--- config.mk ---
export PLATFORM = sky130hd
export DESIGN_NAME = dvp_frame_ctrl
export DESIGN_NICKNAME = d
export VERILOG_FILES = /design/src/rtl/dvp_frame_ctrl.sv
export SDC_FILE = /design/constraint.sdc
export NUM_CORES = 1
export LEC_CHECK = 0
export ABC_AREA = 1
export CAP_MARGIN = 20
export CELL_PAD_IN_SITES_DETAIL_PLACEMENT = 1
export CELL_PAD_IN_SITES_GLOBAL_PLACEMENT = 1
export CORE_ASPECT_RATIO = 1.4
export CORE_MARGIN = 2
export CORE_UTILIZATION = 43
export DETAILED_ROUTE_END_ITERATION = 12
export GPL_TIMING_DRIVEN = 1
export PLACE_DENSITY_LB_ADDON = 0.1
export RECOVER_POWER = 100
export SLEW_MARGIN = 20
export SYNTH_ARGS = -nofsm -noshare
export SYNTH_HDL_FRONTEND = slang
export SYNTH_SLANG_ARGS = --single-unit
export TNS_END_PERCENT = 10
--- constraint.sdc ---
create_clock -name clk -period 6 [get_ports clk]
set_input_delay 1.8 -clock clk [delete_from_list [all_inputs] [get_ports clk]]
set_output_delay 1.8 -clock clk [all_outputs]
set_load 0.02 [all_outputs]
--- src/rtl/dvp_frame_ctrl.sv ---
// rtl/dvp_frame_ctrl.sv - DVP byte framer/packer with line/frame checks; optional DVP_DROP_ON_STALL_EN drops pixels instead of stalling
module dvp_frame_ctrl #(
    parameter int DVP_DATA_W = 8,
    parameter int PXL_INFO_W = DVP_DATA_W + 2,
    parameter int RGB_PXL_W  = 16,
    parameter int FRAME_W    = 640,
    parameter int FRAME_H    = 480,
    parameter int COL_CNT_W  = 12,
    parameter int ROW_CNT_W  = 10
) (
    input  logic                  clk,
    input  logic                  rst,
    input  logic [PXL_INFO_W-1:0] pxl_info_i,
    input  logic                  pxl_info_vld_i,
    output logic                  pxl_info_rdy_o,
    input  logic                  dcr_cam_start_i,
    input  logic                  dcr_single_frame_i,
    input  logic                  dcr_err_clr_i,
    output logic [RGB_PXL_W-1:0]  rgb_pxl_o,
    output logic                  rgb_pxl_vld_o,
    input  logic                  rgb_pxl_rdy_i,
    output logic                  rgb_sof_o,
    output logic                  rgb_eol_o,
    output logic                  frame_done_o,
    output logic                  line_err_o,
    output logic                  frame_err_o,
`ifdef DVP_DROP_ON_STALL_EN
    output logic                  ovf_err_o,
`endif
    output logic                  busy_o
);

    // Bytes per pixel and the derived counter limits.
    localparam int N     = RGB_PXL_W / DVP_DATA_W;
    localparam int IDX_W = (N > 1) ? $clog2(N) : 1;
    localparam logic [IDX_W-1:0]     LAST_IDX    = IDX_W'(N - 1);
    localparam logic [COL_CNT_W-1:0] LINE_BYTES  = COL_CNT_W'(FRAME_W * N);
    localparam logic [ROW_CNT_W-1:0] FRAME_LINES = ROW_CNT_W'(FRAME_H);

    typedef enum logic [1:0] {
        ST_IDLE,
        ST_WAIT_VS,
        ST_ACTIVE,
        ST_DONE
    } state_t;

    state_t                 state_q;
    logic                   single_q;
    logic [IDX_W-1:0]       byte_idx_q;
    logic [COL_CNT_W-1:0]   col_cnt_q;
    logic [ROW_CNT_W-1:0]   row_cnt_q;
    logic                   in_line_q;
    logic                   sof_pend_q;
    logic [RGB_PXL_W-1:0]   pack_q;
    logic                   frame_done_q;

    logic                   out_vld_q;
    logic [RGB_PXL_W-1:0]   out_data_q;
    logic                   out_sof_q;
    logic                   out_eol_q;

    logic                   line_err_q;
    logic                   frame_err_q;

    // Entry decode: {VSYNC, HSYNC, DATA}.
    logic                   ent_vs;
    logic                   ent_hs;
    logic [DVP_DATA_W-1:0]  ent_data;
    logic                   ent_pix;

    assign ent_vs   = pxl_info_i[DVP_DATA_W+1];
    assign ent_hs   = pxl_info_i[DVP_DATA_W];
    assign ent_data = pxl_info_i[DVP_DATA_W-1:0];
    assign ent_pix  = ~ent_vs & ent_hs;

    // Pack register shifted left by one byte with the new byte in the LSBs.
    logic [RGB_PXL_W+DVP_DATA_W-1:0] pack_wide;
    logic [RGB_PXL_W-1:0]            pack_next;

    assign pack_wide = {pack_q, ent_data};
    assign pack_next = pack_wide[RGB_PXL_W-1:0];

    logic completing;
    logic out_drain;
    logic out_blocked;
    logic stall;

    assign completing  = (byte_idx_q == LAST_IDX);
    assign out_drain   = out_vld_q & rgb_pxl_rdy_i;
    assign out_blocked = out_vld_q & ~rgb_pxl_rdy_i;
    assign stall       = ent_pix & completing & out_blocked;

    // Ready: discard everything while hunting for VSYNC, back-pressure only on a blocked completing byte.
    always_comb begin
        pxl_info_rdy_o = 1'b0;
        case (state_q)
            ST_WAIT_VS: pxl_info_rdy_o = 1'b1;
`ifdef DVP_DROP_ON_STALL_EN
            ST_ACTIVE:  pxl_info_rdy_o = 1'b1;
`else
            ST_ACTIVE:  pxl_info_rdy_o = ~stall;
`endif
            default:    pxl_info_rdy_o = 1'b0;
        endcase
    end

    logic xfer;
    logic act_xfer;
    logic pix_acc;
    logic pix_done;
    logic pix_load;
    logic line_end;
    logic frame_end;

    assign xfer      = pxl_info_vld_i & pxl_info_rdy_o;
    assign act_xfer  = xfer & (state_q == ST_ACTIVE);
    assign pix_acc   = act_xfer & ent_pix;
    assign pix_done  = pix_acc & completing;
    assign line_end  = act_xfer & ~ent_pix & in_line_q;
    assign frame_end = act_xfer & ent_vs;

`ifdef DVP_DROP_ON_STALL_EN
    logic pix_drop;
    assign pix_load = pix_done & ~out_blocked;
    assign pix_drop = pix_done & out_blocked;
`else
    assign pix_load = pix_done;
`endif

    // Row count as it stands once a pending line end has been accounted for.
    logic [COL_CNT_W-1:0] col_plus;
    logic [ROW_CNT_W-1:0] row_plus;
    logic [ROW_CNT_W-1:0] row_next;
    logic                 line_bad;

    assign col_plus = (col_cnt_q == '1) ? col_cnt_q : col_cnt_q + COL_CNT_W'(1);
    assign row_plus = (row_cnt_q == '1) ? row_cnt_q : row_cnt_q + ROW_CNT_W'(1);
    assign row_next = in_line_q ? row_plus : row_cnt_q;
    assign line_bad = (col_cnt_q != LINE_BYTES) | (byte_idx_q != '0);

    logic line_err_set;
    logic frame_err_set;

    assign line_err_set  = line_end & line_bad;
    assign frame_err_set = frame_end & (row_next != FRAME_LINES);

    // Capture FSM: framing, packing counters, SOF tracking and frame-end decisions.
    always_ff @(posedge clk) begin
        if (rst) begin
            state_q      <= ST_IDLE;
            single_q     <= 1'b0;
            byte_idx_q   <= '0;
            col_cnt_q    <= '0;
            row_cnt_q    <= '0;
            in_line_q    <= 1'b0;
            sof_pend_q   <= 1'b0;
            pack_q       <= '0;
            frame_done_q <= 1'b0;
        end else begin
            frame_done_q <= 1'b0;
            case (state_q)
                ST_IDLE: begin
                    if (dcr_cam_start_i) begin
                        state_q  <= ST_WAIT_VS;
                        single_q <= dcr_single_frame_i;
                    end
                end
                ST_WAIT_VS: begin
                    if (xfer && ent_vs) begin
                        state_q    <= ST_ACTIVE;
                        byte_idx_q <= '0;
                        col_cnt_q  <= '0;
                        row_cnt_q  <= '0;
                        in_line_q  <= 1'b0;
                        sof_pend_q <= 1'b1;
                    end
                end
                ST_ACTIVE: begin
                    if (pix_acc) begin
                        pack_q     <= pack_next;
                        byte_idx_q <= completing ? '0 : byte_idx_q + IDX_W'(1);
                        col_cnt_q  <= col_plus;
                        in_line_q  <= 1'b1;
                        if (pix_load) begin
                            sof_pend_q <= 1'b0;
                        end
                    end
                    if (line_end) begin
                        byte_idx_q <= '0;
                        col_cnt_q  <= '0;
                        row_cnt_q  <= row_plus;
                        in_line_q  <= 1'b0;
                    end
                    if (frame_end) begin
                        frame_done_q <= 1'b1;
                        byte_idx_q   <= '0;
                        col_cnt_q    <= '0;
                        row_cnt_q    <= '0;
                        in_line_q    <= 1'b0;
                        if (single_q) begin
                            state_q <= ST_DONE;
                        end else if (dcr_cam_start_i) begin
                            sof_pend_q <= 1'b1;
                        end else begin
                            state_q <= ST_IDLE;
                        end
                    end
                end
                ST_DONE: begin
                    if (!dcr_cam_start_i && !out_vld_q) begin
                        state_q <= ST_IDLE;
                    end
                end
                default: state_q <= ST_IDLE;
            endcase
        end
    end

    // Single output register: drain and load may coincide; a late line end marks the held pixel.
    always_ff @(posedge clk) begin
        if (rst) begin
            out_vld_q  <= 1'b0;
            out_data_q <= '0;
            out_sof_q  <= 1'b0;
            out_eol_q  <= 1'b0;
        end else begin
            if (out_drain) begin
                out_vld_q <= 1'b0;
                out_sof_q <= 1'b0;
                out_eol_q <= 1'b0;
            end
            if (pix_load) begin
                out_vld_q  <= 1'b1;
                out_data_q <= pack_next;
                out_sof_q  <= sof_pend_q;
                out_eol_q  <= 1'b0;
            end else if (line_end && out_blocked) begin
                out_eol_q <= 1'b1;
            end
        end
    end

    // Sticky error flags; a new error in the same cycle beats the clear.
    always_ff @(posedge clk) begin
        if (rst) begin
            line_err_q  <= 1'b0;
            frame_err_q <= 1'b0;
        end else begin
            if (line_err_set) begin
                line_err_q <= 1'b1;
            end else if (dcr_err_clr_i) begin
                line_err_q <= 1'b0;
            end
            if (frame_err_set) begin
                frame_err_q <= 1'b1;
            end else if (dcr_err_clr_i) begin
                frame_err_q <= 1'b0;
            end
        end
    end

`ifdef DVP_DROP_ON_STALL_EN
    logic ovf_err_q;

    // Sticky overflow flag for pixels dropped against a full output register.
    always_ff @(posedge clk) begin
        if (rst) begin
            ovf_err_q <= 1'b0;
        end else if (pix_drop) begin
            ovf_err_q <= 1'b1;
        end else if (dcr_err_clr_i) begin
            ovf_err_q <= 1'b0;
        end
    end

    assign ovf_err_o = ovf_err_q;
`endif

    // The held pixel is also the line's last one when the line end arrives while it is still presented.
    assign rgb_pxl_o     = out_data_q;
    assign rgb_pxl_vld_o = out_vld_q;
    assign rgb_sof_o     = out_sof_q;
    assign rgb_eol_o     = out_eol_q | (line_end & out_vld_q);
    assign frame_done_o  = frame_done_q;
    assign line_err_o    = line_err_q;
    assign frame_err_o   = frame_err_q;
    assign busy_o        = (state_q != ST_IDLE);

endmodule

After elaboration in Yosys (flattened, before gate mapping) --
Index checks and enable logic that the tools add are counted. W data, S select, Z words.
Storage, ports and cells: register bits after elaboration 58, input port bits 17, output and inout port bits 24
Operators by class: mux-type cells 45, bitwise gates (word level) 22, eq/ne operators 15, add/sub/neg operators 3, reduce and logical (&&, ||, !) cells 21
Operators with widths (number):
- $mux W12 | 5
- $mux W10 | 5
- $pmux W12 S2 | 1
- $mux W1 | 22
- $pmux W10 S2 | 1
- $and A1 B1 Y1 | 15
- $add A12 B1 Y12 const B | 1
- $eq A12 B12 Y1 const B | 1
- $mux W2 | 6
- $ne A12 B11 Y1 const B | 1
- $reduce_bool A2 Y1 | 6
- $add A10 B1 Y10 const B | 1
- $eq A10 B10 Y1 const B | 1
- $ne A10 B9 Y1 const B | 1
- $ne A2 B2 Y1 const B | 4
- $ne A4 B4 Y1 const B | 2
- $pmux W1 S2 | 4
- $pmux W2 S4 | 1
- $ne A3 B3 Y1 const B | 2
- $reduce_and A2 Y1 | 3
- $reduce_and A3 Y1 | 2
- $not A1 Y1 | 5
- $reduce_and A5 Y1 | 1
- $eq A2 B2 Y1 const B | 2
- other kinds (8) | 13

Longest topological paths before layout --
depth in word-level cells 16, gate-level depth with buffers 14

Worst setup path before layout --
Ideal clock, no wire load.
path type input-to-output, from input port pxl_info_i[8], to output port rgb_eol_o, path buffers 0, arrival time 2703 ps, data required time 4200 ps, stages on the path 9, path slack 1497 ps, cell sequence inv_1 > nor2_1 > nand3_2 > nand3_1 > nor2_1 > nand2_2 > inv_1 > a21oi_1 > inv_1
On the way: longest elaborated chain between the ends 11, elaborated cells on any way between the ends 12
RTL lines:
- from (decl) | line 13 | input logic [PXL_INFO_W-1:0] pxl_info_i,
- $and A1 B1 Y1 (*) | line 74 | assign ent_pix = ~ent_vs & ent_hs;
- $and A1 B1 Y1 (2 in series) | line 91 | assign stall = ent_pix & completing & out_blocked;
- $not A1 Y1 | line 101 | ST_ACTIVE: pxl_info_rdy_o = ~stall;
- $pmux W1 S2 | line 96 | case (state_q)
- $and A1 B1 Y1 | line 115 | assign xfer = pxl_info_vld_i & pxl_info_rdy_o;
- $and A1 B1 Y1 | line 116 | assign act_xfer = xfer & (state_q == ST_ACTIVE);
- $and A1 B1 Y1 (*) (2 in series) | line 119 | assign line_end = act_xfer & ~ent_pix & in_line_q;
- $and A1 B1 Y1 (*) | line 283 | assign rgb_eol_o = out_eol_q | (line_end & out_vld_q);
- $or A1 B1 Y1 (*) | line 283
- to (decl) | line 23 | output logic rgb_eol_o,
Every way passes the cells marked *; elsewhere a longest branch is shown, timed or not.

Final worst setup path --
from input port pxl_info_i[9], to output port rgb_eol_o
On the way: longest elaborated chain between the ends 12, elaborated cells on any way between the ends 13
RTL lines (line):
- $not A1 Y1 (*) | 74
- $and A1 B1 Y1 (*) | 74
- $and A1 B1 Y1 (2 in series) | 91
- $not A1 Y1 | 101
- $pmux W1 S2 | 96
- $and A1 B1 Y1 | 115
- $and A1 B1 Y1 | 116
- $and A1 B1 Y1 (*) (2 in series) | 119
- $and A1 B1 Y1 (*) | 283
- $or A1 B1 Y1 (*) | 283
Marks and branches as above.

==> results by group <==
STA
  – Achievable frequency: 0.173 GHz
  – Final setup violation count: 0
  – Actual slew at the worst max-slew pin: 1.36 ns
  – Post-route clock skew: 0.00892 ns
  – Accumulated negative setup slack: 0 ns
  – Final worst-path cycle share: about 96%
  – Worst slew margin: 9.45%
  – Worst path setup slack after routing: approximately 0.22 ns
  – Min Clock Period, post-route: 5.78 ns
  – Number of pins with negative max-slew slack in the final report: 0
  – Number of failing hold endpoints at the final stage: 0
  – RSZ-0062 raised after global routing: false

Yosys
  – Share of the synthesized area in compound gates (AO/OA/AOI/OAI): 13.8%
  – Number of distinct standard cells referenced by the synthesized netlist: 41
  – Simple-gate share of the synthesized area: between 30% and 40%
  – Combinational family with the most area after synthesis: simple AND/OR/NAND/NOR gates
  – Asr flop ratio synth: 0%
  – Part of the Yosys area used for sequential elements: 37.1%
  – Syn Area/Cell: about 7.3 µm²
  – Flip-flop cell with the highest count after synthesis: dfxtp_1
  – Fraction of synthesized cell area in xor and xnor cells: 2.24%
  – Mapped Area: 3130 µm²
  – Total of flip-flops plus latches after synthesis: 58
  – EDFF count, synth: 0
  – Number of warnings printed during yosys synthesis: 0
  – Area share of fa/ha/maj cells after synthesis: approximately 3.2%
  – Multiplexer share of the synthesized area: 0%
  – Post-synthesis net count: 456
  – Synthesized instance count: 431

Clock network
  – Worst-Skew Late Latency: around 0.33 ns
  – Htree depth: 3
  – Number of instances resized during post-cts repair: 0
  – Maximum buffer depth of the clock tree: 2
  – Clock buffer count from CTS: 9
  – Buffers inserted by post-CTS timing repair: 0
  – Clock sinks: 58
  – Root Buffer: clkbuf_8
  – TritonCTS clock tree: done
  – Clock transition at the register clock pins on the worst setup and hold paths after CTS: 0.07 ns
  – Number of buffers inserted by hold repair at cts: 0

Placement
  – Final weighted congestion in routability-driven placement: roughly 0.8
  – Hpwl dp: 6.45 mm
  – Number of I/O port buffers: 40
  – Post-placement setup slack: just over 0.3 ns

Routing
  – DRT met1 WL: 3.73 mm
  – Remaining number of nets flagged by the antenna check after routing: 0
  – Drt initial violations: around 100
  – Vias per inst: 5.31
  – DRT Pass-1 Iters: 4
  – Top routing layer in use: met4
  – Routed vias: 3017
  – Wirelength per Cell: 15.5 µm
  – Post-route DRC violation count: 0
  – Met2 WL post-DR: around 4.7 mm
  – Length of routed met3 wiring: ~260 µm
  – Total wire length: just under 9 mm

Setup path
  – Number of buffers and inverters on the critical path: 4
  – Crit-path max cell delay: 0.66 ns
  – Type of destination of the critical path: output pin
  – Maximum fanout along the worst path: 6
  – Chain of cells forming the critical path: clkdlybuf4s50_1 -> nor2_1 -> nand3_1 -> nand3_1 -> nor2_1 -> nand2_2 -> inv_1 -> a21oi_1 -> inv_1 -> dlygate4sd3_1
  – Slowest cell on crit path: dlygate4sd3_1
  – End of the worst register-to-register path: rgb_pxl_o[6]$_SDFFE_PP0P_
  – Slack of the worst reg-to-reg path: 1.89 ns
  – Cell class contributing the biggest share of worst-path delay: buffers and inverters
  – Launch instance of the worst register-to-register path: state_q[0]$_SDFFE_PP0P_
  – Endpoint required time on the critical path: 4.20 ns
  – CP startpoint kind: primary input
  – Critical path type: in -> out
  – R2r worst-path depth: 11
  – Arrival time of data at the critical path endpoint: 3.98 ns

Power
  – Cell leakage power: 1.54 nW
  – Power Total: 1.15 mW
  – Power density over the cells: 313 nW/µm²
  – VDD IR-drop max: 158 µV

Global routing
  – Maximum number of pins on one net before global-route repair: 32
  – Global route total overflow: 0
  – GRT Total Usage: 23.0%
  – Vias in the first global route: 3106
  – Global-route wire length before repair: 14.7 mm
  – Antenna violations before repair: 0

Finish
  – Signed area change from the synthesized netlist to the final layout: 17.1%
  – Share of final-layout standard cells stronger than drive strength 1: 8.46%
  – Number of diodes: 0
  – Number of nets in the final layout: approximately 500

Floorplan
  – Width of the die: 76.1 µm
  – Total I/O pin count: 41
  – DIE AREA: 7990 µm²
  – Std-Cell Rows: 36
  – Placeable Area: 7030 µm²
  – Starting Density: about 45%
  – DIE HEIGHT: 105 µm

Hold path
  – Hold Crit Class: reg -> reg
  – Worst Hold Depth: 2
  – Origin of the worst min-delay path: line_err_o$_SDFFE_PP0P_
  – Hold path endpoint: line_err_o$_SDFFE_PP0P_

Run status
  – Status: finished clean

Flow run
  – Max Cap Viol: 0
==> worst register-to-register path, delay by kind of cell (launching register included) <==
family	cells	cell delay, ns
fa+ha+maj	1	0.47
simple gates	4	1.45
flops	1	0.34
buf+inv	4	1.26
compound gates	2	0.46
==> cells by family after synthesis <==
group,Yosys count
buffers and inverters,64
DFF,58
adders and majority gates,8
xor gates and xnor gates,8
AOI/OAI and AO/OA,75
and+or+nand+nor,218
==> final cells by class <==
cell class	count	area (µm²)
Sequential cell	58	1160
Inverter	49	198
Fill cell	956	3360
Timing Repair Buffer	41	404
Tap cell	95	119
Clock buffer	9	124
Multi-Input combinational cell	309	1570
Clock inverter	7	93.8
==> worst max path at each step <==
stage,startpoint,cells past startpoint,end
2_1_floorplan,pxl_info_i[8],9,rgb_eol_o
3_3_place_gp,pxl_info_i[9],10,rgb_eol_o
3_5_place_dp,pxl_info_i[9],10,rgb_eol_o
4_1_cts,pxl_info_i[9],10,rgb_eol_o
5_1_grt,pxl_info_i[9],10,rgb_eol_o
6_report,pxl_info_i[9],10,rgb_eol_o
==> routing by layer <==
metal  GRT usage, %  vias to the layer above
met5              0                        -
met4           7.79                        0
met3           4.40                       12
met2           43.3                       53
met1           25.5                     1475
li1               -                     1477
==> synthesized netlist by cell type (3+ instances only) <==
library cell	count	area, µm²
inv_4	3	18.8
nand2_2	6	37.5
o21ai_0	28	140
nand4_1	16	100
clkbuf_1	5	18.8
nand2_1	81	304
buf_6	3	33.8
inv_1	43	161
xnor2_1	3	26.3
o21ai_1	7	35.0
buf_2	3	15.0
nor2_1	66	248
a21oi_2	8	70.1
dfxtp_1	58	1160
ha_1	8	100
nand3_1	32	160
a21oi_1	24	120
xor2_1	5	43.8
==> where the power goes <==
group / internal (mW) / switching (mW) / leakage (nW)
registers: 0.403 / 0.0206 / 0.468
clock network: 0.233 / 0.166 / 0.105
logic: 0.0994 / 0.228 / 0.967
total: 0.735 / 0.414 / 1.54
==> flip-flops by register name (all words and copies together), names as in the netlist <==
register and flops:
rgb_pxl_o 16, byte_idx_q 1, sof_pend_q 1, pack_q 8
row_cnt_q 10, line_err_o 1, frame_err_o 1, out_eol_q 1
col_cnt_q 12, frame_done_o 1, state_q 2, single_q 1
rgb_sof_o 1, rgb_pxl_vld_o 1, in_line_q 1
==> stage by stage <==
step / instance area, µm² / util (%) / std cells / hold slack, ns
after global placement: 3540 / 50.4 / 552 / 0.451
after CTS: 3760 / 53.5 / 568 / 0.471
after global routing: 3670 / 52.2 / 568 / 0.487
final: 3670 / 52.2 / 568 / 0.468
after detailed placement: 3540 / 50.4 / 552 / 0.460
after floorplan: 3130 / - / 431 / 0.439
==> cell usage in the layout (no fill, tap or decap), types with 3 or more instances in the layout <==
master,n
dlygate4sd3_1,25
clkbuf_8,9
dfxtp_1,58
ha_1,8
clkdlybuf4s50_1,15
xor2_1,5
inv_1,44
nor2_1,68
nand4_1,17
nand2_2,6
o21ai_0,33
nand2_1,82
nand3_1,34
a21oi_2,5
a21oi_1,27
xnor2_1,3
Power figures use the tool's default switching activity.
